File: src/rtl/enc_emulator_pkg.sv
// Shared definitions for the quadrature encoder emulator.
//   quad_t / Q0..Q3 : {A,B} phase patterns, stepped in order for forward motion
//   DIR_FWD/DIR_REV : command direction encoding (forward = A leads B)
//   state_e         : command sequencer states
//   quad_phase()    : maps the two low index bits to the {A,B} pattern
package enc_pkg;

  typedef logic [1:0] quad_t;

  localparam quad_t Q0 = 2'b00;
  localparam quad_t Q1 = 2'b10;
  localparam quad_t Q2 = 2'b11;
  localparam quad_t Q3 = 2'b01;

  localparam logic DIR_FWD = 1'b1;
  localparam logic DIR_REV = 1'b0;

  typedef enum logic [1:0] {
    IDLE   = 2'd0,
    RUN    = 2'd1,
    FINISH = 2'd2
  } state_e;

  function automatic quad_t quad_phase(input logic [1:0] ph);
    case (ph)
      2'd0:    return Q0;
      2'd1:    return Q1;
      2'd2:    return Q2;
      default: return Q3;
    endcase
  endfunction

endpackage

File: src/rtl/enc_emulator_if.sv
// Motion-command handshake bundle for enc_emulator.
//   cmd_valid/cmd_ready : command handshake (transfer when both high)
//   cmd_dir             : 1 = forward, 0 = reverse
//   cmd_edges           : quadrature edges to emit (CNT_W)
//   cmd_period          : sys_clk cycles per edge (DIV_W), 0 acts as 1
//   busy                : command in progress
//   done                : one-cycle completion pulse
interface enc_emulator_if #(
  parameter int unsigned CNT_W = 16,
  parameter int unsigned DIV_W = 16
);
  logic             cmd_valid;
  logic             cmd_ready;
  logic             cmd_dir;
  logic [CNT_W-1:0] cmd_edges;
  logic [DIV_W-1:0] cmd_period;
  logic             busy;
  logic             done;

  modport master (
    output cmd_valid, cmd_dir, cmd_edges, cmd_period,
    input  cmd_ready, busy, done
  );

  modport slave (
    input  cmd_valid, cmd_dir, cmd_edges, cmd_period,
    output cmd_ready, busy, done
  );
endinterface

File: src/rtl/enc_quad_step.sv
// Angular index counter with registered quadrature outputs.
//   sys_clk, sys_rst : clock, synchronous active-high reset
//   step, dir        : advance one quadrature state this cycle in direction dir
//   enc_a_out/b/z    : registered A, B and index (Z=1 while idx==0 after a step)
// Index wraps at 4*PPR-1 by explicit compare, so PPR need not be a power of two.
module enc_quad_step
  import enc_pkg::*;
#(
  parameter int unsigned PPR   = 1000,
  parameter int unsigned IDX_W = 16
) (
  input  logic sys_clk,
  input  logic sys_rst,
  input  logic step,
  input  logic dir,
  output logic enc_a_out,
  output logic enc_b_out,
  output logic enc_z_out
);

  localparam logic [IDX_W-1:0] IDX_MAX = IDX_W'(4 * PPR - 1);

  logic [IDX_W-1:0] idx_q, idx_d;
  logic             a_q, a_d;
  logic             b_q, b_d;
  logic             z_q, z_d;

  always_comb begin
    idx_d = idx_q;
    a_d   = a_q;
    b_d   = b_q;
    z_d   = z_q;
    if (step) begin
      if (dir == DIR_FWD) begin
        idx_d = (idx_q == IDX_MAX) ? '0 : idx_q + IDX_W'(1);
      end else begin
        idx_d = (idx_q == '0) ? IDX_MAX : idx_q - IDX_W'(1);
      end
      {a_d, b_d} = quad_phase(idx_d[1:0]);
      z_d        = (idx_d == '0);
    end
  end

  always_ff @(posedge sys_clk) begin
    if (sys_rst) begin
      idx_q <= '0;
      a_q   <= 1'b0;
      b_q   <= 1'b0;
      z_q   <= 1'b0;
    end else begin
      idx_q <= idx_d;
      a_q   <= a_d;
      b_q   <= b_d;
      z_q   <= z_d;
    end
  end

  assign enc_a_out = a_q;
  assign enc_b_out = b_q;
  assign enc_z_out = z_q;

endmodule

File: src/rtl/enc_emulator.sv
// Quadrature encoder emulator: turns motion commands (edge count, direction,
// edge period) into A/B/Z encoder waveforms.
//   sys_clk, sys_rst : clock, synchronous active-high reset
//   emu_en           : run enable; low pauses emission and blocks acceptance
//   cmd              : command handshake bundle (slave side), incl. busy/done
//   enc_a_out/b/z    : encoder phase A, phase B, index
//   pos_clr, pos_out : position clear / signed position count, present only
//                      when ENC_EMU_POS_EN is defined
module enc_emulator
  import enc_pkg::*;
#(
  parameter int unsigned CNT_W = 16,
  parameter int unsigned DIV_W = 16,
  parameter int unsigned PPR   = 1000,
  parameter int unsigned IDX_W = 16
) (
  input  logic                sys_clk,
  input  logic                sys_rst,
  input  logic                emu_en,
  enc_emulator_if.slave       cmd,
  output logic                enc_a_out,
  output logic                enc_b_out,
  output logic                enc_z_out
`ifdef ENC_EMU_POS_EN
  ,
  input  logic                pos_clr,
  output logic signed [31:0]  pos_out
`endif
);

  state_e           state_q, state_d;
  logic [DIV_W-1:0] timer_q, timer_d;
  logic [DIV_W-1:0] period_q, period_d;
  logic [CNT_W-1:0] cnt_q, cnt_d;
  logic             dir_q, dir_d;
  logic             step;
  logic             accept;

  // FINISH reports busy=0, so ready is high there too; it accepts exactly like
  // IDLE so that an asserted ready is never a dropped handshake.
  assign cmd.busy      = (state_q == RUN);
  assign cmd.done      = (state_q == FINISH);
  assign cmd.cmd_ready = !cmd.busy && emu_en;
  assign accept        = cmd.cmd_valid && cmd.cmd_ready;

  always_comb begin
    state_d  = state_q;
    timer_d  = timer_q;
    period_d = period_q;
    cnt_d    = cnt_q;
    dir_d    = dir_q;
    step     = 1'b0;
    case (state_q)
      IDLE, FINISH: begin
        state_d = IDLE;
        if (accept) begin
          dir_d    = cmd.cmd_dir;
          period_d = (cmd.cmd_period == '0) ? DIV_W'(1) : cmd.cmd_period;
          timer_d  = period_d;
          cnt_d    = cmd.cmd_edges;
          state_d  = (cmd.cmd_edges == '0) ? FINISH : RUN;
        end
      end
      RUN: begin
        // Count exhaustion is seen the cycle after the last edge, which puts
        // done one cycle behind that edge.
        if (cnt_q == '0) begin
          state_d = FINISH;
        end else if (emu_en) begin
          if (timer_q == DIV_W'(1)) begin
            step    = 1'b1;
            cnt_d   = cnt_q - CNT_W'(1);
            timer_d = period_q;
          end else begin
            timer_d = timer_q - DIV_W'(1);
          end
        end
      end
      default: state_d = IDLE;
    endcase
  end

  always_ff @(posedge sys_clk) begin
    if (sys_rst) begin
      state_q  <= IDLE;
      timer_q  <= '0;
      period_q <= '0;
      cnt_q    <= '0;
      dir_q    <= DIR_FWD;
    end else begin
      state_q  <= state_d;
      timer_q  <= timer_d;
      period_q <= period_d;
      cnt_q    <= cnt_d;
      dir_q    <= dir_d;
    end
  end

  enc_quad_step #(
    .PPR   (PPR),
    .IDX_W (IDX_W)
  ) u_quad_step (
    .sys_clk   (sys_clk),
    .sys_rst   (sys_rst),
    .step      (step),
    .dir       (dir_q),
    .enc_a_out (enc_a_out),
    .enc_b_out (enc_b_out),
    .enc_z_out (enc_z_out)
  );

`ifdef ENC_EMU_POS_EN
  logic signed [31:0] pos_q, pos_d;

  always_comb begin
    pos_d = pos_q;
    if (pos_clr) begin
      pos_d = '0;
    end else if (step) begin
      pos_d = (dir_q == DIR_FWD) ? pos_q + 32'sd1 : pos_q - 32'sd1;
    end
  end

  always_ff @(posedge sys_clk) begin
    if (sys_rst) pos_q <= '0;
    else         pos_q <= pos_d;
  end

  assign pos_out = pos_q;
`endif

endmodule

File: src/flat_wrapper.sv
// flat-port wrapper written by rule: the top's interface ports become plain ports
module enc_emulator_flat import enc_pkg::*;
#(
  parameter int unsigned CNT_W = 16,
  parameter int unsigned DIV_W = 16,
  parameter int unsigned PPR   = 1000,
  parameter int unsigned IDX_W = 16
)
  (sys_clk, sys_rst, emu_en, enc_a_out, enc_b_out, enc_z_out, cmd_cmd_valid, cmd_cmd_dir, cmd_cmd_edges, cmd_cmd_period, cmd_cmd_ready, cmd_busy, cmd_done);
  enc_emulator_if #(.CNT_W(CNT_W), .DIV_W(DIV_W)) cmd_i ();
  input  logic sys_clk;
  input  logic sys_rst;
  input  logic emu_en;
  output logic enc_a_out;
  output logic enc_b_out;
  output logic enc_z_out;
  input wire logic [$bits(cmd_i.cmd_valid)-1:0] cmd_cmd_valid;
  input wire logic [$bits(cmd_i.cmd_dir)-1:0] cmd_cmd_dir;
  input wire logic [$bits(cmd_i.cmd_edges)-1:0] cmd_cmd_edges;
  input wire logic [$bits(cmd_i.cmd_period)-1:0] cmd_cmd_period;
  output wire logic [$bits(cmd_i.cmd_ready)-1:0] cmd_cmd_ready;
  output wire logic [$bits(cmd_i.busy)-1:0] cmd_busy;
  output wire logic [$bits(cmd_i.done)-1:0] cmd_done;
  assign cmd_i.cmd_valid = cmd_cmd_valid;
  assign cmd_i.cmd_dir = cmd_cmd_dir;
  assign cmd_i.cmd_edges = cmd_cmd_edges;
  assign cmd_i.cmd_period = cmd_cmd_period;
  assign cmd_cmd_ready = cmd_i.cmd_ready;
  assign cmd_busy = cmd_i.busy;
  assign cmd_done = cmd_i.done;
  enc_emulator #(.CNT_W(CNT_W), .DIV_W(DIV_W), .PPR(PPR), .IDX_W(IDX_W)) u_core (.sys_clk(sys_clk), .sys_rst(sys_rst), .emu_en(emu_en), .cmd(cmd_i), .enc_a_out(enc_a_out), .enc_b_out(enc_b_out), .enc_z_out(enc_z_out));
endmodule
File: config.mk
export PLATFORM = sky130hd
export DESIGN_NAME = enc_emulator_flat
export DESIGN_NICKNAME = d
export VERILOG_FILES = /design/src/rtl/enc_emulator_pkg.sv /design/src/rtl/enc_emulator_if.sv /design/src/rtl/enc_quad_step.sv /design/src/rtl/enc_emulator.sv /design/src/flat_wrapper.sv
export SDC_FILE = /design/constraint.sdc
export NUM_CORES = 1
export LEC_CHECK = 0
export CAP_MARGIN = 20
export CORE_UTILIZATION = 40
export CTS_CLUSTER_SIZE = 12
export DETAILED_ROUTE_END_ITERATION = 8
export GPL_TIMING_DRIVEN = 0
export PLACE_DENSITY = 0.66
export SYNTH_ARGS = -nofsm -noshare
export SYNTH_HDL_FRONTEND = slang
export SYNTH_SLANG_ARGS = --single-unit
File: constraint.sdc
create_clock -name sys_clk -period 4.4 [get_ports sys_clk]
set_input_delay 0.88 -clock sys_clk [delete_from_list [all_inputs] [get_ports sys_clk]]
set_output_delay 0.88 -clock sys_clk [all_outputs]
set_load 0.03 [all_outputs]
==> run_results.csv <==
group,metric,value,unit
synthesis,synth_edf_count,0,
floorplanning,rows,38,
worst_setup_path,crit_slowest_cell,"clkdlybuf4s50_1",
power,total_power,1.685,mW
floorplanning,placeableCoreArea,10890,um2
synthesis,yosysTopAreaCellShare,31.15,%
sta,hold_viol,0,
detailed_routing,drt_iter0_drc,333,
layout,drive_above_1_share,6.607,%
sta,drv_slew,0,
clocking,postCtsHoldBufs,0,
grt,grt_pass1_vias,4618,
synthesis,synth_nets,655,
floorplanning,num_io_pins,43,
layout,final_core_util,48.64,%
sta,maxSlewHeadroom,34.28,%
detailed_routing,vias,4904,
power,p_comb_share,22.4,%
detailed_routing,wl_met1,6174,um
detailed_routing,drc_errors,0,
layout,fill_cells,1076,
synthesis,synth_area_per_cell,7.374,um2
placement,gp_congestion,0.9144,
worst_setup_path,path_max_fanout,10,
worst_setup_path,worst-setup-path-type,"reg -> out",
grt,grt_max_degree,13,
power,cell_internal_pwr,1.155,mW
sta,hold-worst-slack,0.4590,ns
layout,fin_cells,806,
synthesis,synth_top_cells_by_area,"dfxtp_1, nor2_1, a211oi_1",
worst_setup_path,crit_path_start_kind,"register",
power,clockPowerShare,35.6,%
sta,rsz0062_at_grt,"false",
detailed_routing,met2WireLength,6889,um
clocking,cts_tree,"built",
synthesis,ys_seq_area_share,31.15,%
floorplanning,initial_utilization,41.31,%
detailed_routing,antenna_left,0,
layout,nets,706,
detailed_routing,routed_via_density,6.084,
synthesis,synthXorXnorAreaFrac,4.673,%
floorplanning,fp.dieW,108.0,um
hold_path,hp-class,"reg -> reg",
layout,multi_input_area,2861,um2
synthesis,yosys_warnings,0,
layout,final_cell_mix,"nor2_1, nand2_1, dfxtp_1",
synthesis,yosysTopAreaCell,"dfxtp_1",
detailed_routing,dr.max_layer_used,"met4",
grt,antenna_found_initial,0,
outcome,status,"complete, no violations",
synthesis,synth_area,4498,um2
sta,finClkSkew,0.01673,ns
placement,dp.cells,790,
clocking,cts_resized,0,
worst_setup_path,crit_path_max_incr_delay,0.67,ns
detailed_routing,wl_per_cell,17.76,um
worst_setup_path,cp.required,3.52,ns
synthesis,synth_fa_ha_area_share,2.225,%
clocking,post-cts-setup-buffers,0,
clocking,clk_latency,0.36,ns
synthesis,synthArstFlopShare,0,%
power,switching_power,0.5299,mW
power,power_density,318.1,nW/um2
sta,tightest_slew,0.9751,ns
synthesis,synth.distinct_cells,71,
layout,diodes,0,
synthesis,synthSimpleGateAreaFrac,33.05,%
synthesis,synth-compound-area-share,22.78,%
synthesis,synth_mux_area_share,0.8901,%
sta,fmax,294.6,MHz
clocking,htree_levels,3,
flow_run,maxCapViolCount,0,
power,sequentialPowerShare,42.0,%
placement,portBuffers,40,
layout,final_common_cell,"nor2_1",
clocking,clk_pin_slew_worst_paths,0.07,ns
sta,fin_crit,3.394,ns
grt,grt_pass1_wl,23240,um
layout,regArea,1401,um2
floorplanning,fp.dieArea,11670,um2
detailed_routing,met3_length,977,um
detailed_routing,dr.pass1.iters,6,
detailed_routing,totalWireLength,14310,um
clocking,root_buffer,"clkbuf_8",
sta,tns,0,ns
synthesis,ys.flop_type,"dfxtp_1",
layout,areaGrowthSynthToFinish,17.75,%
power,leakage,1.867,nW
synthesis,synth_seq_cells,70,
sta,period_share,77.15,%
power,ir_worst_vdd,177.0,uV
synthesis,synth_top_family_by_area,"simple AND/OR/NAND/NOR gates",
sta,setup_viol,0,
worst_setup_path,crit_arrival,2.51,ns
worst_setup_path,path_cells,"nand2b_1, clkbuf_1, buf_1, and2_1, clkdlybuf4s50_1",
grt,grt_use_total,25.69,%
clocking,clock-sinks,70,
placement,dp_hpwl,10210,um
grt,grt_remaining_overflow,0,
power,swShare,31.45,%
worst_setup_path,end_kind,"output pin",
clocking,clockBufferDepth,2,
clocking,cts_inserted_buffers,9,
floorplanning,die_y,108.0,um
synthesis,synthCells,610,
## per-stage QoR
| stage | setup slack, ns | cell area (um2) |
|---|---|---|
| after floorplan | 2.070 | 4498 |
| after global placement | 1.359 | 5074 |
| after detailed placement | 1.323 | 5074 |
| after CTS | 0.9955 | 5296 |
| after global routing | 0.8310 | 5296 |
| final | 1.006 | 5296 |
## routing by layer
| layer | vias to the layer above | track usage, % |
|---|---|---|
| li1 | 2346 | - |
| met4 | 0 | 10.86 |
| met3 | 25 | 4.159 |
| met2 | 207 | 42.90 |
| met1 | 2326 | 32.65 |
| met5 | - | 0 |
## registers in the layout, summed over array words and instances (netlist names)
name / count
u_core.u_quad_step.enc_a_out: 1
u_core.dir_q: 1
u_core.timer_q: 16
u_core.period_q: 16
u_core.cnt_q: 16
u_core.u_quad_step.idx_q: 16
u_core.state_q: 2
u_core.u_quad_step.enc_b_out: 1
u_core.u_quad_step.enc_z_out: 1
## critical path, delay by kind of cell, from the launching register on
family	cells	cell delay, ns
flops	1	0.32
buf+inv	3	1.51
simple gates	2	0.32
## cells by family after synthesis
kind of cell    after synthesis
simple gates                296
fa+ha+maj                     8
flops                        70
compound gates              152
xor+xnor                     24
mux                           4
buf+inv                      56
## power groups by stage
stage / clock (mW) / combinational [mW] / sequential, mW
finish: 0.600 / 0.377 / 0.708
global route: 0.641 / 0.415 / 0.713
CTS: 0.610 / 0.372 / 0.706
detailed placement: 0 / 0.370 / 0.720
global placement: 0 / 0.364 / 0.719
floorplan: 0 / 0.255 / 0.712
## synth_stat cells (all sizes together), types with 4 or more instances
library cell,instances
nor2,88
or4,6
inv,12
nand2,74
nand3b,4
nand2b,6
clkbuf,29
o21ai,19
dfxtp,70
a211oi,39
nand3,12
xnor2,15
o221ai,4
a21oi,48
mux2i,4
nor4,25
a22oi,5
and3,5
or3,5
xor2,9
o22ai,5
ha,8
nand4,11
buf,14
nor3,40
## path summary, 6_finish.rpt
| kind | start | endpoint | slack (ns) | cells past startpoint |
|---|---|---|---|---|
| worst max-delay path | u_core.state_q[1]$_SDFFE_PP0P_ | cmd_cmd_ready | 1.01 | 5 |
| worst min-delay path | u_core.period_q[4]$_SDFFE_PP0P_ | u_core.period_q[4]$_SDFFE_PP0P_ | 0.46 | 2 |
| worst max register to register | u_core.u_quad_step.idx_q[1]$_SDFFE_PP0P_ | u_core.u_quad_step.enc_z_out$_SDFFE_PP0P_ | 1.23 | 8 |
| worst min register to register | u_core.period_q[4]$_SDFFE_PP0P_ | u_core.period_q[4]$_SDFFE_PP0P_ | 0.46 | 2 |
## cell type report
cell class | count | share of cell area [%]
tap | 140 | 3.307
sequential | 70 | 26.46
clock inverter | 5 | 1.536
timing repair buffer | 40 | 7.560
inverter | 13 | 0.9213
buffer | 43 | 3.520
clock buffer | 11 | 2.670
multi-input combinational | 484 | 54.03
(Power assumes the default switching activity.)
